File: src/rtl/apb_multi_bridge_pkg.sv
// Shared FSM state encodings and response codes for the APB multi-completer bridge.
package apb_multi_bridge_pkg;

    typedef logic [1:0] state_t;

    localparam state_t IDLE   = 2'd0;
    localparam state_t SETUP  = 2'd1;
    localparam state_t ACCESS = 2'd2;
    localparam state_t RESP   = 2'd3;

    localparam logic [1:0] RSP_OK      = 2'b00;
    localparam logic [1:0] RSP_SLVERR  = 2'b01;
    localparam logic [1:0] RSP_DECERR  = 2'b10;
    localparam logic [1:0] RSP_TIMEOUT = 2'b11;

endpackage

File: src/rtl/apb_slv_decoder.sv
// Combinational address decoder: completer index, one-hot select and decode error.
module apb_slv_decoder #(
    parameter int unsigned ADDR_W = 32,
    parameter int unsigned NSLV   = 4,
    parameter int unsigned SLV_AW = 8
) (
    input  logic [ADDR_W-1:0]        addr,
    output logic [$clog2(NSLV)-1:0]  idx,
    output logic [NSLV-1:0]          sel,
    output logic                     decerr
);

    localparam int unsigned IDX_W  = $clog2(NSLV);
    localparam int unsigned HI_LSB = SLV_AW + IDX_W;

    always_comb begin
        idx    = addr[SLV_AW +: IDX_W];
        // Any address bit above the decoded region makes the access unmapped.
        decerr = (32'(idx) >= NSLV) || (|(addr >> HI_LSB));
        sel    = '0;
        if (!decerr) begin
            sel[idx] = 1'b1;
        end
    end

endmodule

File: src/rtl/apb_multi_bridge.sv
// Single-outstanding request/response port to APB requester with address decode,
// wait-state handling, per-completer response mux, decode-error and timeout reporting.
module apb_multi_bridge
    import apb_multi_bridge_pkg::*;
#(
    parameter int unsigned ADDR_W  = 32,
    parameter int unsigned DATA_W  = 32,
    parameter int unsigned NSLV    = 4,
    parameter int unsigned SLV_AW  = 8,
    parameter int unsigned TIMEOUT = 16
) (
    input  logic                   PCLK,
    input  logic                   PRESET,
    input  logic                   req_valid,
    output logic                   req_ready,
    input  logic                   req_write,
    input  logic [ADDR_W-1:0]      req_addr,
    input  logic [DATA_W-1:0]      req_wdata,
    output logic                   rsp_valid,
    output logic [DATA_W-1:0]      rsp_rdata,
    output logic [1:0]             rsp_err,
    output logic [NSLV-1:0]        PSEL,
    output logic                   PENABLE,
    output logic                   PWRITE,
    output logic [ADDR_W-1:0]      PADDR,
    output logic [DATA_W-1:0]      PWDATA,
    input  logic [NSLV*DATA_W-1:0] PRDATA,
    input  logic [NSLV-1:0]        PREADY,
    input  logic [NSLV-1:0]        PSLVERR
);

    localparam int unsigned IDX_W = $clog2(NSLV);
    localparam int unsigned CNT_W = (TIMEOUT > 0) ? $clog2(TIMEOUT + 1) : 1;

    state_t             state_q;
    logic [IDX_W-1:0]   idx_q;
    logic [CNT_W-1:0]   cnt_q;

    logic [IDX_W-1:0]   dec_idx;
    logic [NSLV-1:0]    dec_sel;
    logic               dec_err;

    logic               sel_ready;
    logic               sel_err;
    logic [DATA_W-1:0]  sel_rdata;
    logic               timeout_hit;

    apb_slv_decoder #(
        .ADDR_W (ADDR_W),
        .NSLV   (NSLV),
        .SLV_AW (SLV_AW)
    ) u_decoder (
        .addr   (req_addr),
        .idx    (dec_idx),
        .sel    (dec_sel),
        .decerr (dec_err)
    );

    // Only the selected completer is observed; all others are ignored.
    always_comb begin
        sel_ready   = PREADY[idx_q];
        sel_err     = PSLVERR[idx_q];
        sel_rdata   = PRDATA[idx_q*DATA_W +: DATA_W];
        timeout_hit = (TIMEOUT != 0) && (cnt_q == CNT_W'(TIMEOUT - 1));
    end

    always_ff @(posedge PCLK or posedge PRESET) begin
        if (PRESET) begin
            state_q   <= IDLE;
            idx_q     <= '0;
            cnt_q     <= '0;
            req_ready <= 1'b0;
            rsp_valid <= 1'b0;
            rsp_rdata <= '0;
            rsp_err   <= RSP_OK;
            PSEL      <= '0;
            PENABLE   <= 1'b0;
            PWRITE    <= 1'b0;
            PADDR     <= '0;
            PWDATA    <= '0;
        end else begin
            case (state_q)
                IDLE: begin
                    req_ready <= 1'b1;
                    if (req_valid && req_ready) begin
                        req_ready <= 1'b0;
                        if (dec_err) begin
                            state_q   <= RESP;
                            rsp_valid <= 1'b1;
                            rsp_err   <= RSP_DECERR;
                            rsp_rdata <= '0;
                        end else begin
                            state_q <= SETUP;
                            idx_q   <= dec_idx;
                            PSEL    <= dec_sel;
                            PWRITE  <= req_write;
                            PADDR   <= ADDR_W'(req_addr[SLV_AW-1:0]);
                            PWDATA  <= req_write ? req_wdata : '0;
                        end
                    end
                end
                SETUP: begin
                    state_q <= ACCESS;
                    PENABLE <= 1'b1;
                    cnt_q   <= '0;
                end
                ACCESS: begin
                    // Ready takes priority over a timeout in the same cycle.
                    if (sel_ready || timeout_hit) begin
                        state_q   <= RESP;
                        rsp_valid <= 1'b1;
                        PSEL      <= '0;
                        PENABLE   <= 1'b0;
                        PWRITE    <= 1'b0;
                        PADDR     <= '0;
                        PWDATA    <= '0;
                        if (sel_ready) begin
                            rsp_err   <= sel_err ? RSP_SLVERR : RSP_OK;
                            rsp_rdata <= PWRITE ? '0 : sel_rdata;
                        end else begin
                            rsp_err   <= RSP_TIMEOUT;
                            rsp_rdata <= '0;
                        end
                    end else if (cnt_q != '1) begin
                        cnt_q <= cnt_q + 1'b1;
                    end
                end
                RESP: begin
                    state_q   <= IDLE;
                    rsp_valid <= 1'b0;
                    rsp_rdata <= '0;
                    rsp_err   <= RSP_OK;
                    req_ready <= 1'b1;
                end
                default: begin
                    state_q <= IDLE;
                end
            endcase
        end
    end

endmodule

File: config.mk
export PLATFORM = sky130hd
export DESIGN_NAME = apb_multi_bridge
export DESIGN_NICKNAME = d
export VERILOG_FILES = /design/src/rtl/apb_multi_bridge_pkg.sv /design/src/rtl/apb_slv_decoder.sv /design/src/rtl/apb_multi_bridge.sv
export SDC_FILE = /design/constraint.sdc
export NUM_CORES = 1
export LEC_CHECK = 0
export ABC_CLOCK_PERIOD_IN_PS = 5900
export CORE_AREA = 2 2 121 123
export CTS_CLUSTER_DIAMETER = 80
export DETAILED_ROUTE_END_ITERATION = 8
export DIE_AREA = 0 0 123 125
export PLACE_DENSITY = 0.93
export SYNTH_ARGS = -nofsm -noshare
export SYNTH_HDL_FRONTEND = slang
export SYNTH_SLANG_ARGS = --single-unit
File: constraint.sdc
create_clock -name PCLK -period 5.9 [get_ports PCLK]
set_clock_uncertainty 0.15 [all_clocks]
set_input_delay 1.77 -clock PCLK [delete_from_list [all_inputs] [get_ports PCLK]]
set_output_delay 1.77 -clock PCLK [all_outputs]
set_load 0.02 [all_outputs]
==> impl_results.md <==
- ANT cells: 0
- Pwr per Cell Area: 301 nW/um^2
- Cell Chain, Critical Path: clkdlybuf4s50_1 -> nor4_1 -> nand4_1 -> o21a_2 -> buf_4 -> mux2_4
- Starting DRC count in detailed routing: between 200 and 300
- Die X: 123 um
- Period utilization: 0.719
- Skew-Pair Late Insertion Delay: about 0.33 ns
- Post-route ant nets: 0
- Clock root cell: clkbuf_16
- Fin nets: between 900 and 1,000
- H-Tree Depth: 3
- Die Span Y: about 130 um
- Max-slew violation count: 0
- Inst Count DP: between 900 and 1,000
- First-pass DRT Iterations: 4
- Wirelength per Cell: approximately 19 um
- Seq/Total Area, Yosys: 0.419
- Setup violations, final: 0
- CTS buffer count: 9
- Unique masters post-synth: 44
- Placed Area: ~8400 um^2
- Fin area: just under 9000 um^2
- DR DRC count: 0
- FFs w/ async S/R, synth: 1.00
- Main flop type after synthesis: dfrtp_1
- Largest net degree at the start of global routing: 56
- Via count: 4,842
- Overall routing resource usage: 0.221
- I/O pin cnt: 310
- CTS tree: yes
- Total wire length: between 15,000 and 20,000 um
- Critical Path RT: between 5 and 6 ns
- Post-synth top cells: dfrtp_1, inv_1, a32oi_1, o21ai_0, nor2b_1
- Final Power: between 0.002 and 0.003 W
- Vias per cell: roughly 5.2
- Synth top area cells: dfrtp_1, mux4_2, mux2_4
- Worst Tran Pin Value: around 1.1 ns
- Worst hold path type: register to register
- Status: completed
- Pleak: approximately 3.5 nW
- Max-Slew Margin vs Limit: 0.270
- Worst Path Arrival: ~4.3 ns
- Port Buffers: ~290
- Initial Util: 0.383
- Total grt overflow: 0
- Core Region: roughly 14,000 um^2
- CTS hold repair buffers: 0
- Fmax: 0.236 GHz
- Mean Syn Cell Area: between 10 and 15 um^2
- Sinks on Clock Net: between 90 and 100
- Max-cap violations: 0
- Number of flops mapped to enable cells by yosys: 0
- Worst hold margin: roughly 0.36 ns
- Setup TNS: 0 ns
- Synth Instances: around 470
- Layout cells sized above 1: 0.141
- Post-Layout Cell Count: roughly 900
- Period minus WS final: ~4.2 ns
- Final hold vios: 0
- Cell with the most instances after synthesis: dfrtp_1
- Crit path kind: input pin to register
- Clk buf depth: 2
- PostCTS Resize Cnt: 0
- CP max stage delay: around 0.60 ns
- Yosys top cell area share: 0.419
- Unrepaired setup endpoints after global routing: false
- CP endpoint kind: register
- Setup crit start kind: input pin
- Leading area contributor after synthesis: dfrtp_1
- CP Max Fanout: 24
- Slowest cell on crit path: nor4_1
- Yosys reg bits: slightly above 90
- DP HPWL: 13,200 um
- First-pass GRT wire length: ~26,000 um
- Setup bufs post-CTS: 0
- RePlAce Congestion: roughly 0.76
- Clock transition at the registers of the reported paths: 0.06 ns
- Die Area: approximately 15,000 um^2
- Worst vdd ir: ~0.17 mV
- Layout area overhead: 59.9%
- # rows: 44
- Syn. warnings: 0
- Mapped Area: ~5400 um^2
- Number of global-route vias before repair: about 4,900
- Initial antenna violation count: 0
==> routing by layer <==
metal  share of wire  track usage  vias up  routed length, um
li1                -            -     2201                  -
met1            0.40        0.277     2393               7020
met2            0.48        0.364      222               8350
met3            0.10       0.0748       26               1790
met4           0.021       0.0602        0                370
met5               0            0        -                  0
==> power breakdown <==
| part | leakage [nW] | switching, W | internal (W) | total (W) |
|---|---|---|---|---|
| registers | 1.24 | 0.0000723 | 0.000728 | 0.000800 |
| logic | 2.10 | 0.000591 | 0.000560 | 0.00115 |
| clock network | 0.163 | 0.000244 | 0.000426 | 0.000671 |
| total | 3.50 | 0.000907 | 0.00171 | 0.00262 |
==> layout make-up <==
class                           instances  area (um^2)
Clock inverter                          4         97.6
Tap cell                              184          230
Sequential cell                        91         2280
Inverter                               54          205
Multi-Input combinational cell        286         2730
Fill cell                            1164         5510
Clock buffer                           12          246
Timing Repair Buffer                  293         2910
==> registers in the layout, indices dropped and copies added, names as in the netlist, 2 cells and up <==
register / cells
cnt_q: 5
idx_q: 2
rsp_rdata: 32
rsp_err: 2
PADDR: 8
PWDATA: 32
state_q: 2
PSEL: 4
==> critical path: cells and delay by family <==
kind | cells | cell delay (ns)
buffers and inverters | 2 | 0.73
AO/OA/AOI/OAI | 1 | 0.46
AND/OR/NAND/NOR | 2 | 0.98
multiplexers | 1 | 0.34
==> placed cells by master, fill, tap and decap left out, types with 4 or more instances in the layout <==
cell,n
a32oi_1,44
mux2_4,29
nand2_1,6
nor2b_1,35
clkbuf_16,9
o21ai_0,44
mux2_2,8
inv_1,53
conb_1,24
clkdlybuf4s50_1,285
nor2_1,8
o21ai_1,4
a21oi_1,6
buf_4,8
nor4_1,4
ha_1,8
mux4_2,34
dfrtp_1,90
==> per-stage QoR <==
stage,setup WS (ns),util
after floorplan,1.62,-
after global placement,1.37,0.588
after detailed placement,1.33,0.588
after CTS,1.69,0.612
after global routing,1.54,0.612
final,1.66,0.612
==> logic make-up after synthesis <==
family | synth area share
muxes | 0.243
and+or+nand+nor | 0.0793
other | 0.000689
adders and majority gates | 0.0184
DFF | 0.419
buffers and inverters | 0.102
AOI/OAI and AO/OA | 0.138
==> path summary, 6_finish.rpt <==
check                                     startpoint                         to  slack (ns)  cells after the start
setup / recovery                        req_addr[11]  rsp_rdata[27]$_DFFE_PP0P_        1.66                      6
hold / removal             rsp_rdata[22]$_DFFE_PP0P_  rsp_rdata[22]$_DFFE_PP0P_        0.36                      1
setup reg to reg              state_q[0]$_DFFE_PP0P_  rsp_rdata[31]$_DFFE_PP0P_        3.02                      7
hold reg to reg            rsp_rdata[22]$_DFFE_PP0P_  rsp_rdata[22]$_DFFE_PP0P_        0.36                      1
max in group asynchronous                     PRESET  rsp_rdata[28]$_DFFE_PP0P_        2.87                      3
min in group asynchronous                     PRESET     PWDATA[19]$_DFFE_PP0P_        1.75                      2
No activity file was read; power rests on OpenSTA's default activity.
